===== config.mk =====
export PLATFORM = sky130hd
export DESIGN_NAME = hazard_stall_unit
export DESIGN_NICKNAME = d
export VERILOG_FILES = /design/src/rtl/cpu_ops_pkg.sv /design/src/rtl/mul_busy_counter.sv /design/src/rtl/hazard_stall_unit.sv
export SDC_FILE = /design/constraint.sdc
export NUM_CORES = 1
export LEC_CHECK = 0
export ABC_AREA = 1
export ABC_CLOCK_PERIOD_IN_PS = 2150
export CAP_MARGIN = 20
export CORE_MARGIN = 4
export CORE_UTILIZATION = 35
export DETAILED_ROUTE_END_ITERATION = 10
export GPL_TIMING_DRIVEN = 1
export PLACE_DENSITY = 0.65
export SETUP_SLACK_MARGIN = 0.05
export SKIP_LAST_GASP = 1
export SYNTH_ARGS = -nofsm -noshare
export SYNTH_HDL_FRONTEND = slang
export SYNTH_SLANG_ARGS = --single-unit

===== constraint.sdc =====
create_clock -name clk_i -period 2.15 [get_ports clk_i]
set_input_delay 0.5375 -clock clk_i [delete_from_list [all_inputs] [get_ports clk_i]]
set_output_delay 0.5375 -clock clk_i [all_outputs]
set_load 0.01 [all_outputs]

===== src/rtl/cpu_ops_pkg.sv =====
// Op codes and decode helpers shared by the decoder, the forwarding unit and the hazard/stall unit.
// Also carries the hazard/stall unit's FSM state type.
package cpu_ops_pkg;

  localparam logic [3:0] OP_OR   = 4'b0000;
  localparam logic [3:0] OP_AND  = 4'b0001;
  localparam logic [3:0] OP_ADD  = 4'b0010;
  localparam logic [3:0] OP_SUB  = 4'b0011;
  localparam logic [3:0] OP_MUL  = 4'b0100;
  localparam logic [3:0] OP_ADDI = 4'b0101;
  localparam logic [3:0] OP_LW   = 4'b0110;
  localparam logic [3:0] OP_SW   = 4'b0111;
  localparam logic [3:0] OP_BEQ  = 4'b1000;

  typedef enum logic {
    ST_RUN      = 1'b0,
    ST_MUL_BUSY = 1'b1
  } hsu_state_e;

  // addi and lw read rs1 only; op codes 1001-1111 read nothing.
  function automatic logic uses_rs2(input logic [3:0] op);
    case (op)
      OP_OR, OP_AND, OP_ADD, OP_SUB, OP_MUL, OP_SW, OP_BEQ: return 1'b1;
      default:                                              return 1'b0;
    endcase
  endfunction

endpackage


===== src/rtl/mul_busy_counter.sv =====
// Down-counter for the remaining extra EX cycles of a multi-cycle mul.
// The value is loaded on entry to the busy state, decremented while busy, and flagged at zero.
module mul_busy_counter #(
  parameter int W = 2
) (
  input  logic         clk_i,
  input  logic         rst_i,
  input  logic         load_i,
  input  logic [W-1:0] load_val_i,
  input  logic         dec_i,
  output logic [W-1:0] cnt_o,
  output logic         zero_o
);

  always_ff @(posedge clk_i) begin
    if (rst_i)
      cnt_o <= '0;
    else if (load_i)
      cnt_o <= load_val_i;
    else if (dec_i && (cnt_o != '0))
      cnt_o <= cnt_o - W'(1);
  end

  assign zero_o = (cnt_o == '0);

endmodule


===== src/rtl/hazard_stall_unit.sv =====
// Stall/flush controller for hazards that forwarding cannot cover: lw->use, multi-cycle mul and
// taken-branch flush. It also keeps a wrapping count of cycles in which the PC is frozen.
module hazard_stall_unit
  import cpu_ops_pkg::*;
#(
  parameter int MUL_LATENCY = 3,
  parameter int CNT_W       = 32
) (
  input  logic             clk_i,
  input  logic             rst_i,
  input  logic [4:0]       IFID_RSaddr1_i,
  input  logic [4:0]       IFID_RSaddr2_i,
  input  logic [3:0]       IFID_control_i,
  input  logic [4:0]       IDEX_RDaddr_i,
  input  logic [3:0]       IDEX_control_i,
  input  logic             IDEX_valid_i,
  input  logic             branch_taken_i,
  output logic             PCWrite_o,
  output logic             IFIDWrite_o,
  output logic             IFID_flush_o,
  output logic             IDEX_bubble_o,
  output logic             IDEX_hold_o,
  output logic             EXMEM_bubble_o,
  output logic [CNT_W-1:0] stall_cycles_o,
  output hsu_state_e       state_dbg_o
);

  localparam int            MCW      = $clog2(MUL_LATENCY) + 1;
  localparam logic [MCW-1:0] MUL_LOAD = MCW'((MUL_LATENCY > 1) ? (MUL_LATENCY - 2) : 0);

  hsu_state_e     state, next_state;
  logic           mul_hit, load_use;
  logic           cnt_load, cnt_dec, cnt_zero;
  logic [MCW-1:0] mul_cnt;

  // IDEX_valid_i qualifies the ID/EX fields: a bubble (valid=0) never creates a hazard.
  assign mul_hit  = IDEX_valid_i && (IDEX_control_i == OP_MUL) && (MUL_LATENCY > 1);
  assign load_use = IDEX_valid_i && (IDEX_control_i == OP_LW) && (IDEX_RDaddr_i != 5'd0) &&
                    ((IDEX_RDaddr_i == IFID_RSaddr1_i) ||
                     (uses_rs2(IFID_control_i) && (IDEX_RDaddr_i == IFID_RSaddr2_i)));

  mul_busy_counter #(.W(MCW)) u_mul_cnt (
    .clk_i      (clk_i),
    .rst_i      (rst_i),
    .load_i     (cnt_load),
    .load_val_i (MUL_LOAD),
    .dec_i      (cnt_dec),
    .cnt_o      (mul_cnt),
    .zero_o     (cnt_zero)
  );

  always_comb begin
    PCWrite_o      = 1'b1;
    IFIDWrite_o    = 1'b1;
    IFID_flush_o   = 1'b0;
    IDEX_bubble_o  = 1'b0;
    IDEX_hold_o    = 1'b0;
    EXMEM_bubble_o = 1'b0;
    next_state     = state;
    cnt_load       = 1'b0;
    cnt_dec        = 1'b0;
    if (rst_i) begin
      next_state = ST_RUN;
    end else begin
      case (state)
        ST_RUN: begin
          if (mul_hit) begin
            PCWrite_o      = 1'b0;
            IFIDWrite_o    = 1'b0;
            IDEX_hold_o    = 1'b1;
            EXMEM_bubble_o = 1'b1;
            cnt_load       = 1'b1;
            next_state     = ST_MUL_BUSY;
          end else if (load_use) begin
            PCWrite_o     = 1'b0;
            IFIDWrite_o   = 1'b0;
            IDEX_bubble_o = 1'b1;
          end else if (branch_taken_i) begin
            IFID_flush_o = 1'b1;
          end
        end
        ST_MUL_BUSY: begin
          // At zero the held mul leaves EX now; it is not re-detected as a new mul.
          if (!cnt_zero) begin
            PCWrite_o      = 1'b0;
            IFIDWrite_o    = 1'b0;
            IDEX_hold_o    = 1'b1;
            EXMEM_bubble_o = 1'b1;
            cnt_dec        = 1'b1;
          end else begin
            next_state = ST_RUN;
          end
        end
        default: next_state = ST_RUN;
      endcase
    end
  end

  always_ff @(posedge clk_i) begin
    if (rst_i) begin
      state          <= ST_RUN;
      stall_cycles_o <= '0;
    end else begin
      state <= next_state;
      if (!PCWrite_o)
        stall_cycles_o <= stall_cycles_o + CNT_W'(1);
    end
  end

  assign state_dbg_o = state;

endmodule


==> results of run 1 <==
-- flip-flops by register name (all words and copies together) (netlist names) --
name and cells:
stall_cycles_o 32, u_mul_cnt.cnt_o 3, state_dbg_o 1
-- through the flow --
stage / hold slack, ns / instance area (um2) / util (%) / cells / TNS (ns)
CTS: 0.464 / 3480 / 47.8 / 601 / 0
global placement: 0.450 / 3430 / 47.0 / 592 / -11.40
global route: 0.486 / 3550 / 48.7 / 602 / -0.0256
floorplan: 0.438 / 2640 / - / 428 / 0
finish: 0.461 / 3550 / 48.7 / 602 / 0
detailed placement: 0.455 / 3430 / 47.0 / 592 / -12.59
-- Yosys cell counts --
master and n:
nand2_1 144, nand3_1 47, inv_1 39, dfxtp_1 36
nor2_1 35, a21oi_1 31, xor2_1 15, nor3_1 14
buf_4 7, nand2_2 6, nand3b_1 5, inv_2 4
nor2_4 4, xnor2_1 4, clkbuf_1 3, ha_1 3
nand2_4 3, nor2_2 3, a21oi_2 2, a31oi_1 2
buf_2 2, clkbuf_4 2, nand3_2 2, nor3_2 2
nor3b_1 2, o21ai_0 2, a211oi_1 1, and3_1 1
buf_6 1, clkinv_2 1, nand4_1 1, nor4_1 1
o21a_1 1, o21ai_1 1, or2_2 1
-- final timing paths --
kind                 startpoint            endpoint  cells after the start
max           IFID_RSaddr1_i[2]           PCWrite_o                      9
min          u_mul_cnt.cnt_o[1]  u_mul_cnt.cnt_o[1]                      2
max reg2reg  u_mul_cnt.cnt_o[0]   stall_cycles_o[0]                      9
min reg2reg  u_mul_cnt.cnt_o[1]  u_mul_cnt.cnt_o[1]                      2
-- tightest hold or removal path: stages, from the launching register on --
cell	delay (ns)
dfxtp_1	0.31
nand2_1	0.06
a21oi_1	0.05
-- power groups by stage --
stage,clock network (uW),registers (uW),logic [uW]
2_1_floorplan,0,685,66.8
3_3_place_gp,0,685,147
3_5_place_dp,0,685,148
4_1_cts,546,669,136
5_1_grt,581,669,164
6_report,529,670,150
-- kinds of logic after synthesis --
logic type               synth area share, %
AND/OR/NAND/NOR                         46.7
buffers and inverters                   10.1
AO/OA/AOI/OAI                           8.16
flip-flops                              27.3
XOR/XNOR                                6.31
adder cells (fa/ha/maj)                 1.42
-- per-layer routing --
layer / track usage, % / vias up
met2: 28.9 / 91
li1: - / 1510
met4: 5.65 / 0
met5: 0 / -
met3: 4.38 / 12
met1: 23.3 / 1329
-- layout make-up --
type / count / area, um2 / area share [%]
flip-flops and latches: 36 / 721 / 20.3
well taps: 99 / 124 / 3.49
repair buffers: 83 / 722 / 20.3
inverters: 44 / 174 / 4.89
clock buffers: 7 / 96.3 / 2.71
multi-input cells: 333 / 1720 / 48.3
-- cells in the final DEF, fill, tap and decap left out, types with 5 or more instances in the layout --
cell,count
clkdlybuf4s50_1,34
nand2_1,142
a21oi_1,29
clkbuf_8,7
inv_2,12
dlygate4sd2_1,5
dfxtp_1,36
buf_6,8
inv_1,29
nor2_1,33
nand2_2,8
nor2_4,5
buf_4,17
nor3_1,13
nand3b_1,5
xor2_1,15
buf_2,13
nand3_1,47
-- repair_timing --
item                       in CTS  in global routing
setup buffers                   2                  1
setup endpoints to repair      36                  4
hold buffers                    0                  0
resized for setup             115                 30
pin swaps                      22                 17
==> flow_summary.yaml, run 1 <==
routing:
  totalWireLength_um: 7690
  drtIter0Drc: 110
  wire_per_inst_um: 12.8
  wl_met3_um: 513
  highest_layer: "met4"
  vias: 2942
  drc: 0
  wl_met2_um: 3510
  wl_met1_um: 3540
  drtPass1Iterations: 4
  vias_per_cell: 4.89
  ant_nets: 0
floorplan:
  initial_utilization_pct: 36.2
  io_pins: 66
  die-height_um: 94.8
  dieArea_um2: 8990
  die_w_um: 94.8
  core_um2: 7290
  fp-row-count: 31
sta:
  final-setup-viol-count: 0
  fmax_ghz: 0.488
  tightest_slew_ns: 0.410
  skew_ns: 0.00800
  period_needed_ns: 2.05
  fin_crit_sh_pct: 95.3
  slew_headroom_pct: 72.4
  slew_viol_final: 0
  hold_violations: 0
  setup_ws_ns: 0.102
  grt_setup_unrepaired: "yes"
power:
  switching_share_pct: 24.2
  vdd_drop_max_mv: 0.187
  p_int_uw: 1020
  seqPwrFrac_pct: 49.7
  clkPwrFrac_pct: 39.2
  combPwrFrac_pct: 11.1
  power_switching_uw: 326
  p_total_uw: 1350
  p_per_area_nw_per_um2: 379
  p_leak_uw: 0.00137
synthesis:
  syn_area_um2: 2640
  synth_fp_nets: 458
  synth_top_cell_area_share_pct: 27.3
  synth_cells: 428
  avgSynthCellArea_um2: 6.16
  synth.distinct_cells: 35
  synth_sequential_area_ratio_pct: 27.3
  synth_warnings: 0
  synth_top_cell_by_area: "dfxtp_1"
  synthTopCellsByArea: "dfxtp_1, nand2_1, nand3_1"
  synth_seq_cells: 36
cells_and_area:
  antenna_cells: 0
  layout-drive-gt1-share_pct: 20.1
  finalNetCount: 533
  area_growth_pct: 34.8
  fillers: 768
placed_design:
  hpwl_um: 5980
  gp_congestion: 0.928
  pre_cts_ws_ns: -0.758
  portBuffers: 65
worst_setup_path:
  cp_cell_sequence: "clkdlybuf4s15_1, xnor2_1, nand3_1, nand2_1, nand2_2, nand2_4, buf_6, nand2_4, buf_6"
  start_kind: "primary input"
  cp_slowest_stage_delay_ns: 0.19
  cp_max_fo: 3
  required_ns: 1.61
  crit_family: "buffers and inverters"
  cp.arrival_ns: 1.51
  crit_type: "primary input to primary output"
  critPathBufInv: 3
  ff2ff_setup_slack_ns: 0.38
  slowest_stage: "xnor2_1"
  end_kind: "primary output"
cts:
  cts_root_buffer: "clkbuf_8"
  cts_tree: "yes"
  clkSlewWorstSetupHoldPaths_ns: 0.07
  clock_latency_ns: 0.29
  htree_levels: 2
  clockBufferDepth: 2
  clock-sinks: 36
  numCtsBuffers: 5
global_route:
  grt_pass1_vias: 2743
  grt_antenna_before_repair: 0
  grt_remaining_overflow: 0
  grt_usage_pct: 17.9
  grt_max_degree: 34
  grt_pass1_wl_um: 12800
hold_path:
  hp-class: "register to register"
job:
  drv_cap: 0
status:
  status: "completed"
Power figures use the tool's default switching activity.
==> run 2: changes to the inputs <==
--- a/config.mk
+++ b/config.mk
@@ -9,10 +9,10 @@
 export ABC_CLOCK_PERIOD_IN_PS = 2150
 export CAP_MARGIN = 20
 export CORE_MARGIN = 4
-export CORE_UTILIZATION = 35
+export CORE_UTILIZATION = 50
 export DETAILED_ROUTE_END_ITERATION = 10
 export GPL_TIMING_DRIVEN = 1
-export PLACE_DENSITY = 0.65
+export PLACE_DENSITY = 0.86
 export SETUP_SLACK_MARGIN = 0.05
 export SKIP_LAST_GASP = 1
 export SYNTH_ARGS = -nofsm -noshare
==> run 2 against run 1 <==
  * Maximum frequency decreased by 2.7%
  * Clock skew about the same
  * Total power decreased by 1.7%
  * Critical path depth increased by 4
  * Critical endpoint is now IFIDWrite_o
  * Largest power group unchanged
==> flow_summary.yaml, run 2 (same netlist as run 1, synthesis figures left out) <==
status:
  status: "completed"
global_route:
  grt_remaining_overflow: 0
  grt_usage_pct: 25.2
  grt_pass1_vias: 2907
  grt_antenna_before_repair: 0
  grt_pass1_wl_um: 13000
  grt_max_degree: 32
sta:
  period_needed_ns: 2.11
  fmax_ghz: 0.475
  tns_ns: 0
  hold_violations: 0
  final-setup-viol-count: 0
  tightest_slew_ns: 0.359
  fin_crit_sh_pct: 98.0
  slew_viol_final: 0
  setup_ws_ns: 0.0440
  grt_setup_unrepaired: "yes"
  slew_headroom_pct: 76.0
  skew_ns: 0.00767
cells_and_area:
  area_growth_pct: 33.9
  final_cell_mix: "nand2_1, nand3_1, dfxtp_1"
  final_common_cell: "nand2_1"
  fillers: 450
  design_area_um2: 3530
  largest_reg_flops: 32
  regMostFlops: "stall_cycles_o"
  layout-drive-gt1-share_pct: 20.0
  post_layout_nonfiller_instances: 571
  finalNetCount: 530
  antenna_cells: 0
floorplan:
  die-height_um: 80.6
  core_um2: 5110
  die_w_um: 80.6
  fp-row-count: 26
  io_pins: 66
  dieArea_um2: 6500
  initial_utilization_pct: 51.6
worst_setup_path:
  rr_startpoint: "stall_cycles_o[9]"
  critPathBufInv: 4
  cp_cell_sequence: "buf_6, inv_2, nand2_1, nand2_1, nand2_1, nor2_1, nand3_1, nand2_1, nand2_2, nand2_4, buf_6, nand2_8, buf_6"
  required_ns: 1.61
  worstSetupPathDepth: 13
  cp.arrival_ns: 1.57
  cp_max_fo: 4
  slowest_stage: "buf_6"
  r2r_cells: 8
  ff2ff_setup_slack_ns: 0.38
  crit_family: "simple AND/OR/NAND/NOR gates"
  crit_type: "primary input to primary output"
  crit_path_frequent_cell: "nand2_1"
  cp_slowest_stage_delay_ns: 0.12
  start_kind: "primary input"
  crit_path_start: "IDEX_RDaddr_i[1]"
  cp-endpoint: "IFIDWrite_o"
  end_kind: "primary output"
  r2r_end: "stall_cycles_o[28]"
power:
  p_leak_uw: 0.00135
  p_per_area_nw_per_um2: 375
  vdd_drop_max_mv: 0.225
routing:
  ant_nets: 0
  totalWireLength_um: 7740
  drtIter0Drc: 185
  wl_met1_um: 3340
  vias_per_cell: 5.28
  wl_met2_um: 3710
  drc: 0
  vias: 3013
  drtPass1Iterations: 4
  highest_layer: "met4"
  wl_met3_um: 504
  wire_per_inst_um: 13.5
cts:
  post_cts_buffers: 0
  cts_root_buffer: "clkbuf_8"
  cts_tree: "yes"
  clockBufferDepth: 2
  clock_latency_ns: 0.29
  numCtsBuffers: 5
  clkSlewWorstSetupHoldPaths_ns: 0.07
  htree_levels: 2
  clock-sinks: 36
placed_design:
  hpwl_um: 5890
  placed_cells: 563
  gp_congestion: 0.944
  place_area_um2: 3390
  pre_cts_ws_ns: -0.779
  portBuffers: 65
hold_path:
  hp-class: "register to register"
job:
  drv_cap: 0
==> run 2: power by group <==
part	total (uW)	switching (uW)	internal (uW)
registers	670	1.99	668
clock network	500	238	261
logic	156	85.2	70.9
total	1330	325	1000
==> run 2: what timing repair did <==
| item | 4_1_cts | 5_1_grt |
|---|---|---|
| hold buffers | 0 | 0 |
| pin swaps | 23 | 16 |
| endpoints found under the setup margin | 36 | 6 |
| gates resized for setup | 137 | 17 |
==> run 2: layout make-up <==
type                    instances  area [um2]  share of cell area (%)
repair buffers                 80         731                    20.7
inverters                      44         169                    4.78
well taps                      70        87.6                    2.48
clock buffers                   8        90.1                    2.55
flip-flops and latches         36         721                    20.4
multi-input cells             333        1730                    49.1
==> run 2: how the worst min path moves through the flow <==
| stage | startpoint | cells past startpoint | end |
|---|---|---|---|
| floorplan | u_mul_cnt.cnt_o[1] | 2 | u_mul_cnt.cnt_o[1] |
| global route | stall_cycles_o[29] | 2 | stall_cycles_o[29] |
| detailed placement | u_mul_cnt.cnt_o[1] | 2 | u_mul_cnt.cnt_o[1] |
| global placement | u_mul_cnt.cnt_o[1] | 2 | u_mul_cnt.cnt_o[1] |
| finish | stall_cycles_o[31] | 2 | stall_cycles_o[31] |
| CTS | u_mul_cnt.cnt_o[1] | 2 | u_mul_cnt.cnt_o[1] |
==> run 2: through the flow <==
step	util (%)	hold slack (ns)	power, uW
3_5_place_dp	66.4	0.477	832
4_1_cts	68.1	0.488	1320
5_1_grt	69.1	0.531	1370
6_report	69.1	0.498	1330
2_1_floorplan	-	0.438	752
3_3_place_gp	66.4	0.446	828
==> run 2: routing by layer <==
| metal | up-vias | track usage [%] |
|---|---|---|
| li1 | 1500 | - |
| met5 | - | 0 |
| met1 | 1381 | 30.7 |
| met3 | 21 | 4.48 |
| met4 | 0 | 9.80 |
| met2 | 111 | 43.6 |
==> run 2: worst reg2reg max path, cell delays in order (launching register included) <==
cell and delay [ns]:
dfxtp_1 0.45, nand2_1 0.19, nor2_1 0.19, nand2_1 0.11, nor2_1 0.30, nand3b_1 0.13, nand2_1 0.08, nand3_1 0.08
a21oi_1 0.18
==> run 3: changes to the inputs <==
--- a/config.mk
+++ b/config.mk
@@ -15,6 +15,7 @@
 export PLACE_DENSITY = 0.86
 export SETUP_SLACK_MARGIN = 0.05
 export SKIP_LAST_GASP = 1
+export SLEW_MARGIN = 40
 export SYNTH_ARGS = -nofsm -noshare
 export SYNTH_HDL_FRONTEND = slang
 export SYNTH_SLANG_ARGS = --single-unit
==> results of run 3 <==
The final DEF is identical to that of run 2; final timing and power are the same.
